--- src/rtl/keypad_scanner_4x4_pkg.sv ---
// Shared keypad types and helpers: matrix geometry, key code and key map types,
// and the row/column to key index mapping.
package keypad_pkg;

  localparam int KEY_ROWS = 4;
  localparam int KEY_COLS = 4;

  typedef logic [3:0]  key_code_t;
  typedef logic [15:0] key_map_t;

  // Key index is row-major: row*4 + col.
  function automatic key_code_t key_index(input logic [1:0] row, input logic [1:0] col);
    return {row, col};
  endfunction

endpackage

--- src/rtl/keypad_scanner_4x4_priority_enc.sv ---
// Lowest-set-bit encoder over a 16-key map; returns the key code and a found flag.
module key_priority_enc
  import keypad_pkg::*;
(
  input  key_map_t  map_i,
  output key_code_t code_o,
  output logic      found_o
);

  // Descending loop so the lowest set index is the last assignment and wins.
  always_comb begin
    code_o  = '0;
    found_o = 1'b0;
    for (int i = KEY_ROWS*KEY_COLS-1; i >= 0; i--) begin
      if (map_i[i]) begin
        code_o  = key_code_t'(i);
        found_o = 1'b1;
      end
    end
  end

endmodule

--- src/rtl/keypad_scanner_4x4.sv ---
// 4x4 matrix keypad scanner: rotating column strobe, whole-frame debounce,
// stable key map and single-event key press reporting with valid/ack.
module keypad_scanner_4x4
  import keypad_pkg::*;
#(
  parameter int SCAN_DIV_W     = 14,
  parameter int DEBOUNCE_SCANS = 3
) (
  input  logic        clk,
  input  logic        rst_n,
  input  logic        en,
  input  logic [3:0]  rows,
  output logic [3:0]  cols,
  output logic [15:0] pressed_map,
  output logic        any_pressed,
  output logic        multi_key,
  output logic        key_valid,
  output logic [3:0]  key_code,
  input  logic        key_ack,
  output logic        overrun
);

  localparam logic [3:0] MATCH_MAX = 4'(DEBOUNCE_SCANS);

  logic [SCAN_DIV_W-1:0] div_q, div_d;
  logic [1:0]            col_q, col_d;
  key_map_t              raw_q, raw_d;
  key_map_t              prev_q, prev_d;
  key_map_t              map_q, map_d;
  logic [3:0]            match_q, match_d;
  logic                  valid_q, valid_d;
  logic                  ovr_q, ovr_d;
  key_code_t             code_q, code_d;

  logic       tick;
  logic       frame_done;
  logic       map_load;
  logic [3:0] match_nxt;
  key_map_t   frame;
  key_map_t   new_press;
  key_code_t  enc_code;
  logic       enc_found;

  assign tick       = en && (&div_q);
  assign frame_done = tick && (col_q == 2'd3);

  // Raw frame with the current column's rows merged in, as it would be after this tick.
  always_comb begin
    frame = raw_q;
    for (int r = 0; r < KEY_ROWS; r++) begin
      frame[key_index(2'(r), col_q)] = rows[r];
    end
  end

  always_comb begin
    if (frame == prev_q) begin
      match_nxt = (match_q == MATCH_MAX) ? match_q : match_q + 4'd1;
    end else begin
      match_nxt = 4'd0;
    end
  end

  assign map_load  = frame_done && (match_nxt == MATCH_MAX) && (frame != map_q);
  assign new_press = frame & ~map_q;

  key_priority_enc u_new_enc (
    .map_i   (new_press),
    .code_o  (enc_code),
    .found_o (enc_found)
  );

  always_comb begin
    div_d   = div_q;
    col_d   = col_q;
    raw_d   = raw_q;
    prev_d  = prev_q;
    match_d = match_q;
    map_d   = map_q;
    valid_d = valid_q;
    ovr_d   = ovr_q;
    code_d  = code_q;

    if (!en) begin
      div_d   = '0;
      col_d   = 2'd0;
      raw_d   = '0;
      match_d = 4'd0;
    end else begin
      div_d = div_q + 1'b1;
      if (tick) begin
        raw_d = frame;
        col_d = col_q + 2'd1;
        if (frame_done) begin
          match_d = match_nxt;
          prev_d  = frame;
        end
      end
    end

    if (map_load) begin
      map_d = frame;
    end

    if (valid_q && key_ack) begin
      valid_d = 1'b0;
      ovr_d   = 1'b0;
    end

    // A drop can only happen with key_ack low, so it never races the ack clear.
    if (map_load && enc_found) begin
      if (!valid_q || key_ack) begin
        code_d  = enc_code;
        valid_d = 1'b1;
      end else begin
        ovr_d = 1'b1;
      end
    end
  end

  always_ff @(posedge clk or negedge rst_n) begin
    if (!rst_n) begin
      div_q   <= '0;
      col_q   <= 2'd0;
      raw_q   <= '0;
      prev_q  <= '0;
      match_q <= 4'd0;
      map_q   <= '0;
      valid_q <= 1'b0;
      ovr_q   <= 1'b0;
      code_q  <= '0;
    end else begin
      div_q   <= div_d;
      col_q   <= col_d;
      raw_q   <= raw_d;
      prev_q  <= prev_d;
      match_q <= match_d;
      map_q   <= map_d;
      valid_q <= valid_d;
      ovr_q   <= ovr_d;
      code_q  <= code_d;
    end
  end

  // Gated by rst_n so the strobe drops the instant reset asserts, even with en high.
  assign cols        = (en && rst_n) ? (4'b0001 << col_q) : 4'b0000;
  assign pressed_map = map_q;
  assign any_pressed = |map_q;
  assign multi_key   = |(map_q & (map_q - 16'd1));
  assign key_valid   = valid_q;
  assign key_code    = code_q;
  assign overrun     = ovr_q;

endmodule

--- config.mk ---
export PLATFORM = sky130hd
export DESIGN_NAME = keypad_scanner_4x4
export DESIGN_NICKNAME = d
export VERILOG_FILES = /design/src/rtl/keypad_scanner_4x4_pkg.sv /design/src/rtl/keypad_scanner_4x4_priority_enc.sv /design/src/rtl/keypad_scanner_4x4.sv
export SDC_FILE = /design/constraint.sdc
export NUM_CORES = 1
export LEC_CHECK = 0
export CORE_MARGIN = 1
export CORE_UTILIZATION = 30
export DETAILED_ROUTE_END_ITERATION = 10
export SYNTH_ARGS = -nofsm -noshare
export SYNTH_HDL_FRONTEND = slang
export SYNTH_HIERARCHICAL = 1
export SYNTH_SLANG_ARGS = --single-unit
--- constraint.sdc ---
create_clock -name clk -period 4.5 [get_ports clk]
set_clock_uncertainty 0.1 [all_clocks]
set_input_delay 0.9 -clock clk [delete_from_list [all_inputs] [get_ports clk]]
set_output_delay 0.9 -clock clk [all_outputs]
set_load 0.02 [all_outputs]
**Word level (Yosys, flattened, before mapping)**

Index checks and enable logic that the tools add are counted.
W data, S select, Z words.

- Order comparisons: 8
- Bitwise logic cells: 3
- Equal/unequal tests: 7
- Mux-type cells: 61
- Shift operators: 1
- Reduce and logical (&&, ||, !) cells: 19
- Add/subtract/negate cells: 4

Operators by type and width:

| kind | count |
|---|---|
| $mux W4 | 22 |
| $bwmux W16 | 4 |
| $and A16 B16 Y16 | 2 |
| $mux W16 | 2 |
| $reduce_or A16 Y1 | 2 |
| $mux W1 | 26 |
| $eq A16 B16 Y1 | 1 |
| $ne A16 B16 Y1 | 1 |
| $not A16 Y16 | 1 |
| $sub A16 B1 Y16 const B | 1 |
| $add A14 B1 Y14 const B | 1 |
| $mux W14 | 1 |
| $reduce_and A14 Y1 | 1 |
| $logic_and A1 B1 Y1 | 11 |
| $lt A4 B5 Y1 const B | 2 |
| $demux W1 S2 | 4 |
| $eq A4 B2 Y1 const B | 2 |
| $ge A4 B1 Y1 const B | 2 |
| $lt A2 B5 Y1 const B | 1 |
| $lt A3 B5 Y1 const B | 1 |
| $add A4 B1 Y4 const B | 1 |
| $mux W2 | 2 |
| $ne A2 B1 Y1 const B | 2 |
| $reduce_and A2 Y1 | 2 |
| other kinds (8) | 8 |

- Word-level logic and storage cells: 112
- Bits of input ports: 8
- Bits in registers: 74
- Output and inout bits: 28

**Depth between registers and ports, before layout**

- Depth after elaboration: 27
- Gate-level depth with buffers: 13
- Gate-level depth less buffers: 11

**Cells and area by module**

Netlist, hierarchy kept.

By module, submodules not included:

| module | area each (um2) | sequential area each (um2) | cells each | instances |
|---|---|---|---|---|
| keypad_scanner_4x4 | 4100.2 | 1851.8 | 389 | 1 |
| key_priority_enc | 178.9 | 0.0 | 33 | 1 |

**Worst setup path after synthesis**

Ideal clock, no wire load.

- Path type: flip-flop to output port
- From: register map_q[1], in the netlist pressed_map[1]
- To: output multi_key
- Arrival: 2.395 ns
- Setup slack: 1.105 ns
- Path buffers: 0
- Data required time: 3.500 ns
- Stages on the path, launching flop included: 7
- Path through: dfrtp_1 -> or4_4 -> or3_1 -> or4_1 -> maj3_2 -> o21ai_1 -> nand4_1

- Longest elaborated chain between the ends: 3

Ends and longest elaborated chain:

| what | RTL line | RTL |
|---|---|---|
| from (decl) | keypad_scanner_4x4.sv:29 | `key_map_t map_q, map_d;` |
| from (signal assigned) | keypad_scanner_4x4.sv:137 | `map_q <= map_d;` |
| $sub A16 B1 Y16 | keypad_scanner_4x4.sv:148 | `assign multi_key = \|(map_q & (map_q - 16'd1));` |
| $and A16 B16 Y16 * | keypad_scanner_4x4.sv:148 |  |
| $reduce_or A16 Y1 * | keypad_scanner_4x4.sv:148 |  |
| to (decl) | keypad_scanner_4x4.sv:16 | `output logic multi_key,` |

Mark *: on every way between the ends. The rest lies on a longest branch, timed or not.

**Worst setup path after layout**

Ends and elaborated chain as after synthesis.

==> summary.md <==
| Metric | Value |
|---|---|
| Port buffer count | `35` |
| Root buffer cell | `clkbuf_16` |
| Wire length per cell | `15.1 um` |
| Mapped Cells | `422` |
| Hold Crit Class | `input port to async pin` |
| Max Cap Viol | `0` |
| Primary FF master, synth | `dfrtp_1` |
| Design Power | `1440 uW` |
| WS Path Type | `flip-flop to primary output` |
| GRT Total Usage | `14.7%` |
| Met1 Use GR | `19.0%` |
| Net Count, Synth | `454` |
| Cell Area, Synth | `4280 um^2` |
| Hold_buf cts | `0` |
| GP Congestion | `0.811` |
| Post-synth EDFFs | `0` |
| Initial Util | `30.8%` |
| Synth warnings | `6` |
| Clock sinks | `74` |
| Die Wd | `121 um` |
| Chip Height | `121 um` |
| Max-Slew Margin vs Limit | `43.9%` |
| Actual slew at the worst max-slew pin | `841 ps` |
| Worst Path Required | `3500 ps` |
| Met3 Resource Use GR | `2.87%` |
| Clock Path Buffers | `2` |
| Post-route DRC | `0` |
| Nets@finish | `500` |
| CTS tree | `built` |
| First-pass GRT wire length | `16300 um` |
| Synth top area cells | `dfrtp_1 43%, ha_1 7.0%, mux2i_1 4.9%` |
| Largest net degree at the start of global routing | `66` |
| CP Max Fanout | `4` |
| Pleak | `0.00236 uW` |
| P per Cell Area | `279 nW/um^2` |
| Met2 Use GR | `23.4%` |
| Vias per std cell | `4.84` |
| Fillers | `1362` |
| Post-route ant nets | `0` |
| Mean Syn Cell Area | `10.1 um^2` |
| Yosys top cell area share | `43.3%` |
| Critical Path Sink Type | `primary output` |
| Synth area leader | `dfrtp_1` |
| Starting DRT DRC Count | `136` |
| Fraction of registers with async set/reset | `100%` |
| Hold Worst Slack | `283 ps` |
| TritonRoute pass-1 iters | `4` |
| Register clock-pin slew on the reported worst setup and hold paths | `60 ps` |
| Minimum clock period | `4150 ps` |
| Flop and latch count out of synthesis | `74` |
| Total grt overflow | `0` |
| Cells along the critical path | `or4_4 > or3_1 > or4_1 > maj3_2 > o21ai_1 > nand4_1 > clkdlybuf4s50_1` |
| Setup violations, final | `0` |
| RR Startpoint | `col_q[0]$_DFFE_PN0P_` |
| I/O pin cnt | `36` |
| DP HPWL | `7320 um` |
| # Post-CTS Setup Buffers | `0` |
| Area Growth Syn to Fin | `20.7%` |
| Vias in the first global route | `3135` |
| Core Area | `13900 um^2` |
| ANT cells | `0` |
| Worst skew pair latency | `340 ps` |
| H-tree depth | `3` |
| Count of final max-slew check failures | `0` |
| Reg2reg path depth | `10` |
| CP peak stage delay | `560 ps` |
| Row cnt | `43` |
| Vias | `3158` |
| Multi-input logic area | `2180 um^2` |
| RSZ-0062 raised after global routing | `false` |
| Seq/Total Area, Yosys | `43.3%` |
| R2r setup slk | `1120 ps` |
| Layout cell share with drive strength beyond 1 | `12.9%` |
| Reg-to-Reg End | `key_code[0]$_DFFE_PN0P_` |
| Register area | `1850 um^2` |
| Post-CTS sizing | `0` |
| Synth cell types | `57` |
| Startpoint types | `flip-flop` |
| Outcome | `completed` |
| Final Routed Wirelength | `9880 um` |
| Fmax | `0.241 GHz` |
| Fin crit share | `92.3%` |
| Worst path slowest cell | `or4_4` |
| Total CTS buffers | `9` |
| Final setup TNS | `0 ps` |
| Initial antenna violation count | `0` |
| VDD IR-drop max | `0.000167 V` |
| Pre-CTS setup slack | `700 ps` |
| DIE AREA | `14700 um^2` |
| Setup WS post-layout | `346 ps` |
| Final Hold Viols | `0` |
| Top Usage Layer GRT | `met2` |
| CP arrival | `3150 ps` |
==> flip-flops by register name, indices dropped and copies added, names as in the netlist <==
name,count
col_q,2
div_q,14
key_code,4
key_valid,1
match_q,4
overrun,1
pressed_map,16
prev_q,16
raw_q,16
==> cell usage in the layout (no fill, tap or decap), drive strengths merged, types with 10 or more instances in the layout <==
master and instances:
nor2 25, ha 24, dfrtp 74, o21ai 27, inv 45, xnor2 23
and2 11, nand2 35, clkdlybuf4s50 34, clkbuf 10, a21oi 21, buf 14
mux2i 32
==> worst max path at each step <==
stage / startpoint / endpoint / slack [ps] / cells after the start
floorplan: pressed_map[1]$_DFFE_PN0P_ / multi_key / 1110 / 6
global placement: pressed_map[1]$_DFFE_PN0P_ / multi_key / 730 / 7
detailed placement: pressed_map[1]$_DFFE_PN0P_ / multi_key / 700 / 7
CTS: pressed_map[1]$_DFFE_PN0P_ / multi_key / 340 / 7
global route: pressed_map[4]$_DFFE_PN0P_ / multi_key / 160 / 7
finish: pressed_map[1]$_DFFE_PN0P_ / multi_key / 350 / 7
==> layer usage <==
metal	part of all wire (%)	wire [um]
met2	48	4730
met4	2.6	254
met5	0	0
met1	47	4620
met3	2.7	270
==> final cells by class <==
class / instances / area share [%]
multi-input combinational: 290 / 42.2
clock buffer: 10 / 4.43
sequential: 74 / 35.8
inverter: 45 / 3.27
timing repair buffer: 48 / 8.62
tap: 180 / 4.36
clock inverter: 6 / 1.31
==> metrics by stage <==
stage,utilization (%),cell area [um^2],cells
final,37.2,5170,653
after detailed placement,35.1,4870,637
after floorplan,-,4280,422
after global placement,35.1,4870,637
after global routing,37.2,5170,653
after CTS,37.2,5170,653
==> worst max-delay path: cells and delay by family (launching register included) <==
family | cells | cell delay, ps
buffers and inverters | 1 | 550
AO/OA/AOI/OAI | 1 | 120
flip-flops | 1 | 390
AND/OR/NAND/NOR | 4 | 1440
adder cells (fa/ha/maj) | 1 | 320
==> cell usage after synthesis, types with 5 or more instances <==
cell type / instances
clkbuf_1: 6
dfrtp_1: 74
mux2i_1: 21
o21ai_0: 26
mux2i_2: 7
a21oi_1: 21
ha_1: 24
nor3_1: 5
nor2_1: 25
xnor2_1: 23
and3_1: 8
and2_1: 11
nand3_1: 8
inv_1: 45
nor4_2: 6
nand4_1: 9
nand2_1: 34
==> power by group <==
group | leakage (uW) | switching, uW | internal (uW) | total, uW
logic | 0.00127 | 33.9 | 16.2 | 50.1
registers | 0.000948 | 2.04 | 668 | 670
clock network | 0.000139 | 291 | 430 | 722
total | 0.00236 | 327 | 1110 | 1440
==> cells by family after synthesis <==
family	after synthesis	synth area share, %
compound gates	71	9.94
simple gates	130	17.1
flops	74	43.3
mux	37	10.9
fa+ha+maj	26	7.51
buf+inv	58	5.94
xor+xnor	26	5.32
(Power assumes the default switching activity.)
